File: src/rtl/sc_phase_sequencer.sv
// Two-phase non-overlapping clock sequencer for a switched-capacitor filter.
// Generates phi1/phi2 plus early-falling phi1e/phi2e; every output comes straight from a flop.
module sc_phase_sequencer #(
    parameter int CNT_W = 8
) (
    input  logic             clk,
    input  logic             rst,
    input  logic             en,
    input  logic             cfg_load,
    input  logic [CNT_W-1:0] cfg_phase,
    input  logic [CNT_W-1:0] cfg_gap,
    input  logic [CNT_W-1:0] cfg_early,
    output logic             phi1,
    output logic             phi2,
    output logic             phi1e,
    output logic             phi2e,
    output logic             busy,
    output logic             cycle_done,
    output logic             cfg_err
);

    typedef enum logic [2:0] {
        S_IDLE,
        S_P1,
        S_GAP1,
        S_P2,
        S_GAP2
    } state_t;

    localparam logic [CNT_W-1:0] DEF_N = CNT_W'(4);
    localparam logic [CNT_W-1:0] DEF_G = CNT_W'(1);
    localparam logic [CNT_W-1:0] DEF_E = CNT_W'(1);
    localparam logic [CNT_W-1:0] ONE   = CNT_W'(1);

    state_t           r_state;
    logic [CNT_W-1:0] r_cnt;
    logic [CNT_W-1:0] r_pend_n, r_pend_g, r_pend_e;
    logic [CNT_W-1:0] r_act_n, r_act_g, r_act_e;

    state_t           w_state_nxt;
    logic [CNT_W-1:0] w_cnt_nxt;
    logic [CNT_W-1:0] w_e_sel;
    logic             w_load_act;
    logic             w_cnt_zero;
    logic             w_cfg_ok;

    assign w_cnt_zero = (r_cnt == '0);
    assign w_cfg_ok   = (cfg_phase != '0) && (cfg_gap != '0) && (cfg_early < cfg_phase);

    always_ff @(posedge clk) begin
        if (rst) begin
            r_state <= S_IDLE;
        end else begin
            r_state <= w_state_nxt;
        end
    end

    always_comb begin
        w_state_nxt = r_state;
        w_cnt_nxt   = r_cnt - ONE;
        w_load_act  = 1'b0;
        case (r_state)
            S_IDLE: begin
                w_cnt_nxt = r_cnt;
                if (en) begin
                    w_state_nxt = S_P1;
                    w_cnt_nxt   = r_pend_n - ONE;
                    w_load_act  = 1'b1;
                end
            end
            S_P1: begin
                if (w_cnt_zero) begin
                    w_state_nxt = S_GAP1;
                    w_cnt_nxt   = r_act_g - ONE;
                end
            end
            S_GAP1: begin
                if (w_cnt_zero) begin
                    w_state_nxt = S_P2;
                    w_cnt_nxt   = r_act_n - ONE;
                end
            end
            S_P2: begin
                if (w_cnt_zero) begin
                    w_state_nxt = S_GAP2;
                    w_cnt_nxt   = r_act_g - ONE;
                end
            end
            S_GAP2: begin
                if (w_cnt_zero) begin
                    if (en) begin
                        w_state_nxt = S_P1;
                        w_cnt_nxt   = r_pend_n - ONE;
                        w_load_act  = 1'b1;
                    end else begin
                        w_state_nxt = S_IDLE;
                        w_cnt_nxt   = '0;
                    end
                end
            end
            default: begin
                w_state_nxt = S_IDLE;
                w_cnt_nxt   = '0;
            end
        endcase
        // The E threshold must come from the config that the next cycle will actually use
        w_e_sel = w_load_act ? r_pend_e : r_act_e;
    end

    always_ff @(posedge clk) begin
        if (rst) begin
            r_cnt      <= '0;
            r_pend_n   <= DEF_N;
            r_pend_g   <= DEF_G;
            r_pend_e   <= DEF_E;
            r_act_n    <= DEF_N;
            r_act_g    <= DEF_G;
            r_act_e    <= DEF_E;
            cfg_err    <= 1'b0;
            phi1       <= 1'b0;
            phi2       <= 1'b0;
            phi1e      <= 1'b0;
            phi2e      <= 1'b0;
            busy       <= 1'b0;
            cycle_done <= 1'b0;
        end else begin
            r_cnt <= w_cnt_nxt;
            if (w_load_act) begin
                r_act_n <= r_pend_n;
                r_act_g <= r_pend_g;
                r_act_e <= r_pend_e;
            end
            if (cfg_load) begin
                cfg_err <= !w_cfg_ok;
                if (w_cfg_ok) begin
                    r_pend_n <= cfg_phase;
                    r_pend_g <= cfg_gap;
                    r_pend_e <= cfg_early;
                end
            end
            // Outputs are registered from next-state so the switch gates see clean flop edges
            phi1       <= (w_state_nxt == S_P1);
            phi2       <= (w_state_nxt == S_P2);
            phi1e      <= (w_state_nxt == S_P1) && (w_cnt_nxt >= w_e_sel);
            phi2e      <= (w_state_nxt == S_P2) && (w_cnt_nxt >= w_e_sel);
            busy       <= (w_state_nxt != S_IDLE);
            cycle_done <= (w_state_nxt == S_GAP2) && (w_cnt_nxt == '0);
        end
    end

endmodule

File: config.mk
export PLATFORM = sky130hd
export DESIGN_NAME = sc_phase_sequencer
export DESIGN_NICKNAME = d
export VERILOG_FILES = /design/src/rtl/sc_phase_sequencer.sv
export SDC_FILE = /design/constraint.sdc
export NUM_CORES = 1
export LEC_CHECK = 0
export ABC_AREA = 1
export CAP_MARGIN = 15
export CORE_UTILIZATION = 31
export DETAILED_ROUTE_END_ITERATION = 16
export GPL_TIMING_DRIVEN = 0
export PLACE_DENSITY = 0.49
export SYNTH_ARGS = -nofsm -noshare
export SYNTH_HDL_FRONTEND = slang
export SYNTH_SLANG_ARGS = --single-unit
File: constraint.sdc
create_clock -name clk -period 2.5 [get_ports clk]
set_input_delay 0.625 -clock clk [delete_from_list [all_inputs] [get_ports clk]]
set_output_delay 0.625 -clock clk [all_outputs]
set_load 0.1 [all_outputs]
==> out/metrics.csv, run 1 <==
metric,value,unit
combined_flip_flop_and_latch_cell_area,0.001326,sq mm
report.final.setup_viol,0,
hp-class,flop to flop,
cts.reportedPaths.clkPinSlew,0.05,ns
number_of_synthesized_register_bits,66,
finalMaxSlewViolations,0,
route.detailed.drc,0,
clock-root-buffer,clkbuf_16,
slew_headroom,35.43,%
dr_total_vias,3916,
start_util,32.13,%
final.period_utilization,96.13,%
worstPathBufferInverterCount,1,
hpwlAfterDp,8638,microns
worst-slew-pin-transition,0.9655,ns
global_route_usage_sum,18.61,%
placed_cell_area,0.004432,sq mm
synth_most_common_cell,nand2_1,
sequential_fraction_of_the_synthesis_area,33.95,%
yosys_most_used_dff,dfxtp_1,
timing.final.hold_violations,0,
placement_rows,40,
power_density,1490,mW/mm^2
library_cell_with_the_largest_summed_area_after_synthesis,dfxtp_1,
final.hold.worst_slack,0.4672,ns
wire_length_of_the_first_global_routing_pass,18420,microns
clock-skew-final,0.007606,ns
floorplan.die.height,114.0,microns
first_global_vias,3743,
grt_overflow,0,
netlist_area,0.003891,sq mm
dr.first_iter.drc_count,180,
floorplan.core_area,0.01211,sq mm
syn-instance-count,604,
antenna_violations_before_repair,0,
synth_common_cells,"nand2_1 (162), nor2_1 (96), inv_1 (79), dfxtp_1 (66), nand3_1 (43)",
synth-warning-count,0,
postSynthAreaPerCell,6.442,sq um
synthToLayoutAreaGrowth,34.34,%
detail_route.vias_per_cell,4.656,
max_cap_check_violation_count,0,
routabilityCongestion,0.8384,
fin_setup_tns,0,ns
power.static_leakage,2.442,nW
design_area,0.005228,sq mm
numPlacedInstances,805,
critPathLaunchType,flop,
post_drt_wl_per_cell,13.71,microns
floorplan.die_area,0.01300,sq mm
synth_edf_count,0,
asyncSetResetFlopFracSynth,0,%
multi_input_area,0.002492,sq mm
die_width,114.0,microns
delay_heaviest_family_cp,buffers and inverters,
dominant_cells_by_area_after_synthesis,"dfxtp_1 (34%), nand2_1 (16%), nor2_1 (9.3%), inv_1 (7.6%), ha_1 (6.4%)",
firstDrtPassIters,5,
drive_above_1_share,20.06,%
diodes_inserted,0,
timing.critical_path.to_type,output pin,
min_period,2.403,ns
tritoncts,yes,
timing.critical_path.fanout_max,2,
io_pins,35,
cts-root-to-sink-buffers,2,
timing.critical_path.slowest_stage_cell,clkdlybuf4s50_1,
status,"finished, final reports clean",
cts_inserted_buffers,9,
cp_data_arrival_time,1.78,ns
largest_net_degree_at_the_start_of_global_routing,11,
finalNonFillerCells,841,
path_cells,clkdlybuf4s50_1,
ctsHtreeMaxLevel,3,
achievable-frequency,416.1,MHz
vdd.ir_drop.worst,606.6,uV
postSynthNetCount,652,
route.final.wire_length,11530,microns
antenna_nets_post_route,0,
setup.worst_path.class,flop to output pin,
report.power.total,7.789,mW
nFillCells,1320,
clock_sink_count,66,
clkLatencyLatePin,0.33,ns
final_net_count,718,
synth.top_cell.area_share,33.95,%
cpPeakStageDelay,1.13,ns
synthDistinctLibCells,35,
number_of_buffers_inserted_by_port_buffering,33,
cp.required,1.88,ns
## path summary, 6_finish.rpt
kind,startpoint,end,slack (ns),depth (start not counted)
worst min register to register,r_pend_g[2]$_SDFFE_PP0P_,r_act_g[2]$_SDFFE_PP0N_,0.47,2
worst max-delay path,cfg_err$_SDFFE_PP0P_,cfg_err,0.1,1
worst max register to register,r_cnt[0]$_SDFF_PP0_,phi1e$_SDFF_PP0_,0.12,17
worst min-delay path,r_pend_g[2]$_SDFFE_PP0P_,r_act_g[2]$_SDFFE_PP0N_,0.47,2
## state kept, by name, indices dropped and copies added, names as in the netlist
name        count
busy            1
cfg_err         1
cycle_done      1
phi1            1
phi1e           1
phi2            1
phi2e           1
r_act_e         8
r_act_g         8
r_act_n         8
r_cnt           8
r_pend_e        8
r_pend_g        8
r_pend_n        8
r_state         3
## logic make-up after synthesis
group / count (synthesis) / share of synthesized area [%]
flops: 66 / 33.96
fa+ha+maj: 20 / 6.431
compound gates: 73 / 10.42
xor+xnor: 8 / 1.801
buf+inv: 103 / 10.71
simple gates: 334 / 36.69
## worst min-delay path, stage by stage, from the launching register on
cell      delay [ns]
dfxtp_1         0.29
inv_1           0.06
a211oi_1        0.06
## power breakdown
| part | internal [mW] | switching (mW) |
|---|---|---|
| combinational | 2.06 | 2.98 |
| clock | 0.755 | 0.452 |
| sequential | 1.32 | 0.215 |
## metal layers
metal | GRT usage (%) | up-vias | part of all wire [%]
met3 | 3.879 | 18 | 3.1
li1 | - | 2033 | -
met5 | 0 | - | 0
met1 | 23.75 | 1805 | 47
met4 | 7.013 | 0 | 2.0
met2 | 30.79 | 60 | 47
## stage by stage
step / util, % / worst slack, ns
floorplan: - / 0.04897
global placement: 36.59 / -0.7064
detailed placement: 36.59 / -0.6881
CTS: 40.43 / 0.008952
global route: 43.16 / -0.03081
finish: 43.16 / 0.09681
## area by class of cell
type                       count  area share (%)
tap                          168           4.021
multi-input combinational    436           47.68
buffer                        20           2.322
clock inverter                 4          0.8617
sequential                    66           25.37
timing repair buffer          54           9.406
inverter                      83           5.960
clock buffer                  10           4.380
## cell usage in the layout (no fill, tap or decap), types with 2 or more instances in the layout
| cell | Yosys | final |
|---|---|---|
| nand2_2 | 6 | 12 |
| ha_2 | 0 | 2 |
| clkbuf_4 | 0 | 2 |
| nor2_4 | 0 | 13 |
| nor3_4 | 1 | 2 |
| ha_4 | 0 | 6 |
| buf_6 | 1 | 3 |
| ha_1 | 20 | 12 |
| xnor2_1 | 3 | 3 |
| nor2_2 | 5 | 5 |
| clkinv_2 | 0 | 3 |
| nand3_2 | 1 | 12 |
| dfxtp_2 | 0 | 4 |
| o21ai_1 | 7 | 11 |
| clkbuf_16 | 0 | 9 |
| inv_2 | 4 | 12 |
| nand3_1 | 43 | 32 |
| o21ai_2 | 0 | 5 |
| nor4_1 | 2 | 2 |
| nand2_4 | 0 | 2 |
| nor3b_2 | 2 | 2 |
| clkbuf_1 | 11 | 8 |
| a21oi_2 | 1 | 3 |
| nor2_1 | 96 | 84 |
| dfxtp_1 | 66 | 62 |
| nand2_1 | 162 | 153 |
| a21oi_1 | 23 | 21 |
| inv_1 | 79 | 71 |
| nand4_1 | 9 | 9 |
| buf_2 | 6 | 3 |
| a211oi_1 | 3 | 2 |
| o211ai_1 | 5 | 5 |
| clkdlybuf4s50_1 | 0 | 33 |
| or2_2 | 2 | 2 |
| o21ai_0 | 31 | 22 |
| buf_4 | 1 | 21 |
| xor2_1 | 5 | 4 |
| clkbuf_2 | 0 | 4 |
## timing repair
action,in CTS,in global routing
hold endpoints to repair,0,0
resized for setup,25,78
setup endpoints to repair,2,27
buffers inserted,12,8
pin swaps,8,21
hold buffers,0,0
cloned,2,0
No activity file was read; power rests on OpenSTA's default activity.
==> inputs of run 2 (changes only) <==
--- a/config.mk
+++ b/config.mk
@@ -9,8 +9,10 @@
 export CAP_MARGIN = 15
 export CORE_UTILIZATION = 31
 export DETAILED_ROUTE_END_ITERATION = 16
-export GPL_TIMING_DRIVEN = 0
+export GPL_TIMING_DRIVEN = 1
 export PLACE_DENSITY = 0.49
+export SKIP_LAST_GASP = 1
 export SYNTH_ARGS = -nofsm -noshare
 export SYNTH_HDL_FRONTEND = slang
 export SYNTH_SLANG_ARGS = --single-unit
+export TNS_END_PERCENT = 20
==> run 2 against run 1 <==
Power rose by 9.9%; count of clock-buffer cells in the layout did not move; highest routed layer unchanged; sequential share of layout area fell by 1.7 points; register-to-register slack got worse by 0.05 ns; largest power group unchanged; cell area rose by 7.4%; global-route usage rose by 0.24 points; via count rose by 2.9%; combinational power rose by 12%.
==> out/metrics.csv, run 2 (synthesized netlist as in run 1, its figures left out) <==
metric,value,unit,change
status,"finished, final reports clean",,
share_of_total_power_in_combinational_logic,66.2,%,+1.4 points
clock-skew-final,0.005644,ns,-0.001962 ns
vdd.ir_drop.worst,687.6,uV,+13%
critical-path-top-cell-by-count,nand2_1,,
antenna_violations_before_repair,0,,unchanged
antenna_nets_post_route,0,,unchanged
synthToLayoutAreaGrowth,44.34,%,
clock-root-buffer,clkbuf_16,,
timing.critical_path.fanout_max,8,,+6
critPathLaunchType,flop,,
setup.worst_path.class,flop to flop,,
floorplan.die.height,114.0,microns,unchanged
internal_power,4.725,mW,+14%
post_drt_wl_per_cell,13.53,microns,-1.3%
floorplan.die_area,0.01300,sq mm,unchanged
commonest_non_fill_non_tap_cells_in_the_layout,"nand2_1 (148), nor2_1 (86), inv_1 (69), buf_4 (66), dfxtp_1 (58)",,
seq_power_share,17.5,%,-2.2 points
io_pins,35,,unchanged
hp-class,flop to flop,,
start_util,32.13,%,unchanged
netSwitchingFraction,44.80,%,-2.1 points
switchingPower,3.834,mW,+5.0%
drive_above_1_share,27.62,%,+7.6 points
hpwlAfterDp,8717,microns,+0.92%
timing.critical_path.slowest_stage_cell,dfxtp_2,,
placement_rows,40,,unchanged
firstDrtPassIters,4,,-1
dr.first_iter.drc_count,199,,+11%
cp-startpoint,r_cnt[1]$_SDFF_PP0_,,
clkLatencyLatePin,0.35,ns,+0.02 ns
cts_inserted_buffers,9,,unchanged
finish.utilization,46.37,%,+3.2 points
cts.reportedPaths.clkPinSlew,0.06,ns,about the same
achievable-frequency,411.5,MHz,-1.1%
detail_route.vias_per_cell,4.609,,-1.0%
final.hold.worst_slack,0.4629,ns,-0.004337 ns
grt_setup_unrepaired,true,,
ctsHoldBuffers,0,,unchanged
min_period,2.430,ns,+0.02711 ns
fin_setup_tns,0,ns,unchanged
cp.required,2.73,ns,+0.85 ns
grt_overflow,0,,unchanged
routabilityCongestion,0.8192,,-2.3%
floorplan.core_area,0.01211,sq mm,unchanged
logic_depth_of_the_worst_register_to_register_path,17,,unchanged
power_density,1524,mW/mm^2,+2.3%
cpPeakStageDelay,0.32,ns,-0.81 ns
slew_headroom,71.21,%,+36 points
wire_length_of_the_first_global_routing_pass,18750,microns,+1.8%
timing.critical_path.to_type,flop,,
finalMaxSlewViolations,0,,unchanged
report.final.setup_viol,0,,unchanged
final_common_cell,nand2_1,,
dr_total_vias,4028,,+2.9%
share_clk_of_total_power,16.3,%,+0.8 points
die_width,114.0,microns,unchanged
tritoncts,yes,,
global_route_usage_sum,18.85,%,+0.24 points
largest_net_degree_at_the_start_of_global_routing,42,,+31
cp_data_arrival_time,2.66,ns,+0.88 ns
diodes_inserted,0,,unchanged
hold_path.startpoint,r_pend_g[2]$_SDFFE_PP0P_,,
first_global_vias,3921,,+4.8%
worstHoldPathCells,2,,unchanged
clock_sink_count,66,,unchanged
final_net_count,749,,+4.3%
route.detailed.drc,0,,unchanged
nFillCells,1301,,-1.4%
number_of_buffers_inserted_by_port_buffering,34,,+3.0%
r2r_start,r_cnt[1]$_SDFF_PP0_,,
route.final.wire_length,11830,microns,+2.6%
timing.final.hold_violations,0,,unchanged
max_cap_check_violation_count,0,,unchanged
final.period_utilization,97.21,%,+1.1 points
cts-root-to-sink-buffers,2,,unchanged
power.static_leakage,2.672,nW,+9.4%
worst-slew-pin-transition,0.4279,ns,-0.5376 ns
report.power.total,8.559,mW,+9.9%
ctsHtreeMaxLevel,3,,unchanged
path_cells,inv_2 -> ha_4 -> nand2_4 -> nor2_8 -> buf_12 -> buf_6 -> nand2_1 -> nand3_1 -> nand2_1 -> nor2_4 -> ha_1 -> inv_1 -> a21oi_2 -> o21ai_1 -> nand2_1 -> o2111ai_2 -> nor3b_2,,
==> run 2: timing repair <==
item | in CTS | in global routing
buffers inserted | 5 | 9
setup endpoints to repair | 2 | 6
gates resized for setup | 24 | 93
pin swaps | 2 | 27
cloned | 0 | 2
==> run 2: final timing paths <==
check | end | slack (ns)
setup / recovery | phi2e$_SDFF_PP0_ | 0.07
hold / removal | r_act_g[2]$_SDFFE_PP0N_ | 0.46
setup reg to reg | phi2e$_SDFF_PP0_ | 0.07
hold reg to reg | r_act_g[2]$_SDFFE_PP0N_ | 0.46
==> run 2: per-stage QoR <==
step | instances | setup WS, ns | instance area [sq um]
after floorplan | 604 | 0.04897 | 3891
after global placement | 842 | -0.3822 | 4740
after detailed placement | 842 | -0.5031 | 4740
after global routing | 874 | -0.08897 | 5617
final | 874 | 0.06970 | 5617
after CTS | 863 | 0.004741 | 5184
==> run 2: power by group through the flow <==
stage	sequential (mW)	clock [mW]	combinational (mW)
floorplan	1.65	0	2.53
global placement	1.50	0	4.09
detailed placement	1.50	0	4.14
CTS	1.48	1.43	4.57
global route	1.53	1.47	6.24
finish	1.50	1.40	5.66
==> run 2: cell type report <==
class | count | area (sq um) | share of cell area [%]
clock buffers | 10 | 239.0 | 4.255
clock inverters | 6 | 90.09 | 1.604
inverters | 83 | 319.1 | 5.681
multi-input cells | 435 | 2490 | 44.33
flip-flops and latches | 66 | 1331 | 23.70
well taps | 168 | 210.2 | 3.742
repair buffers | 105 | 925.9 | 16.48
repair inverters | 1 | 11.26 | 0.2005
==> run 2: worst max-delay path, delay by kind of cell (launching register included) <==
family | cells | cell delay, ns
buffers and inverters | 4 | 0.36
flip-flops | 1 | 0.32
adder cells (fa/ha/maj) | 2 | 0.30
AND/OR/NAND/NOR | 8 | 0.98
AO/OA/AOI/OAI | 3 | 0.33
==> run 2: routing by layer <==
layer  GRT usage, %  part of all wire (%)  up-vias
met3          4.038                   2.8       21
met1          23.00                    46     1858
li1               -                     -     2094
met5              0                     0        -
met2          32.44                    49       55
met4          7.013                   2.3        0
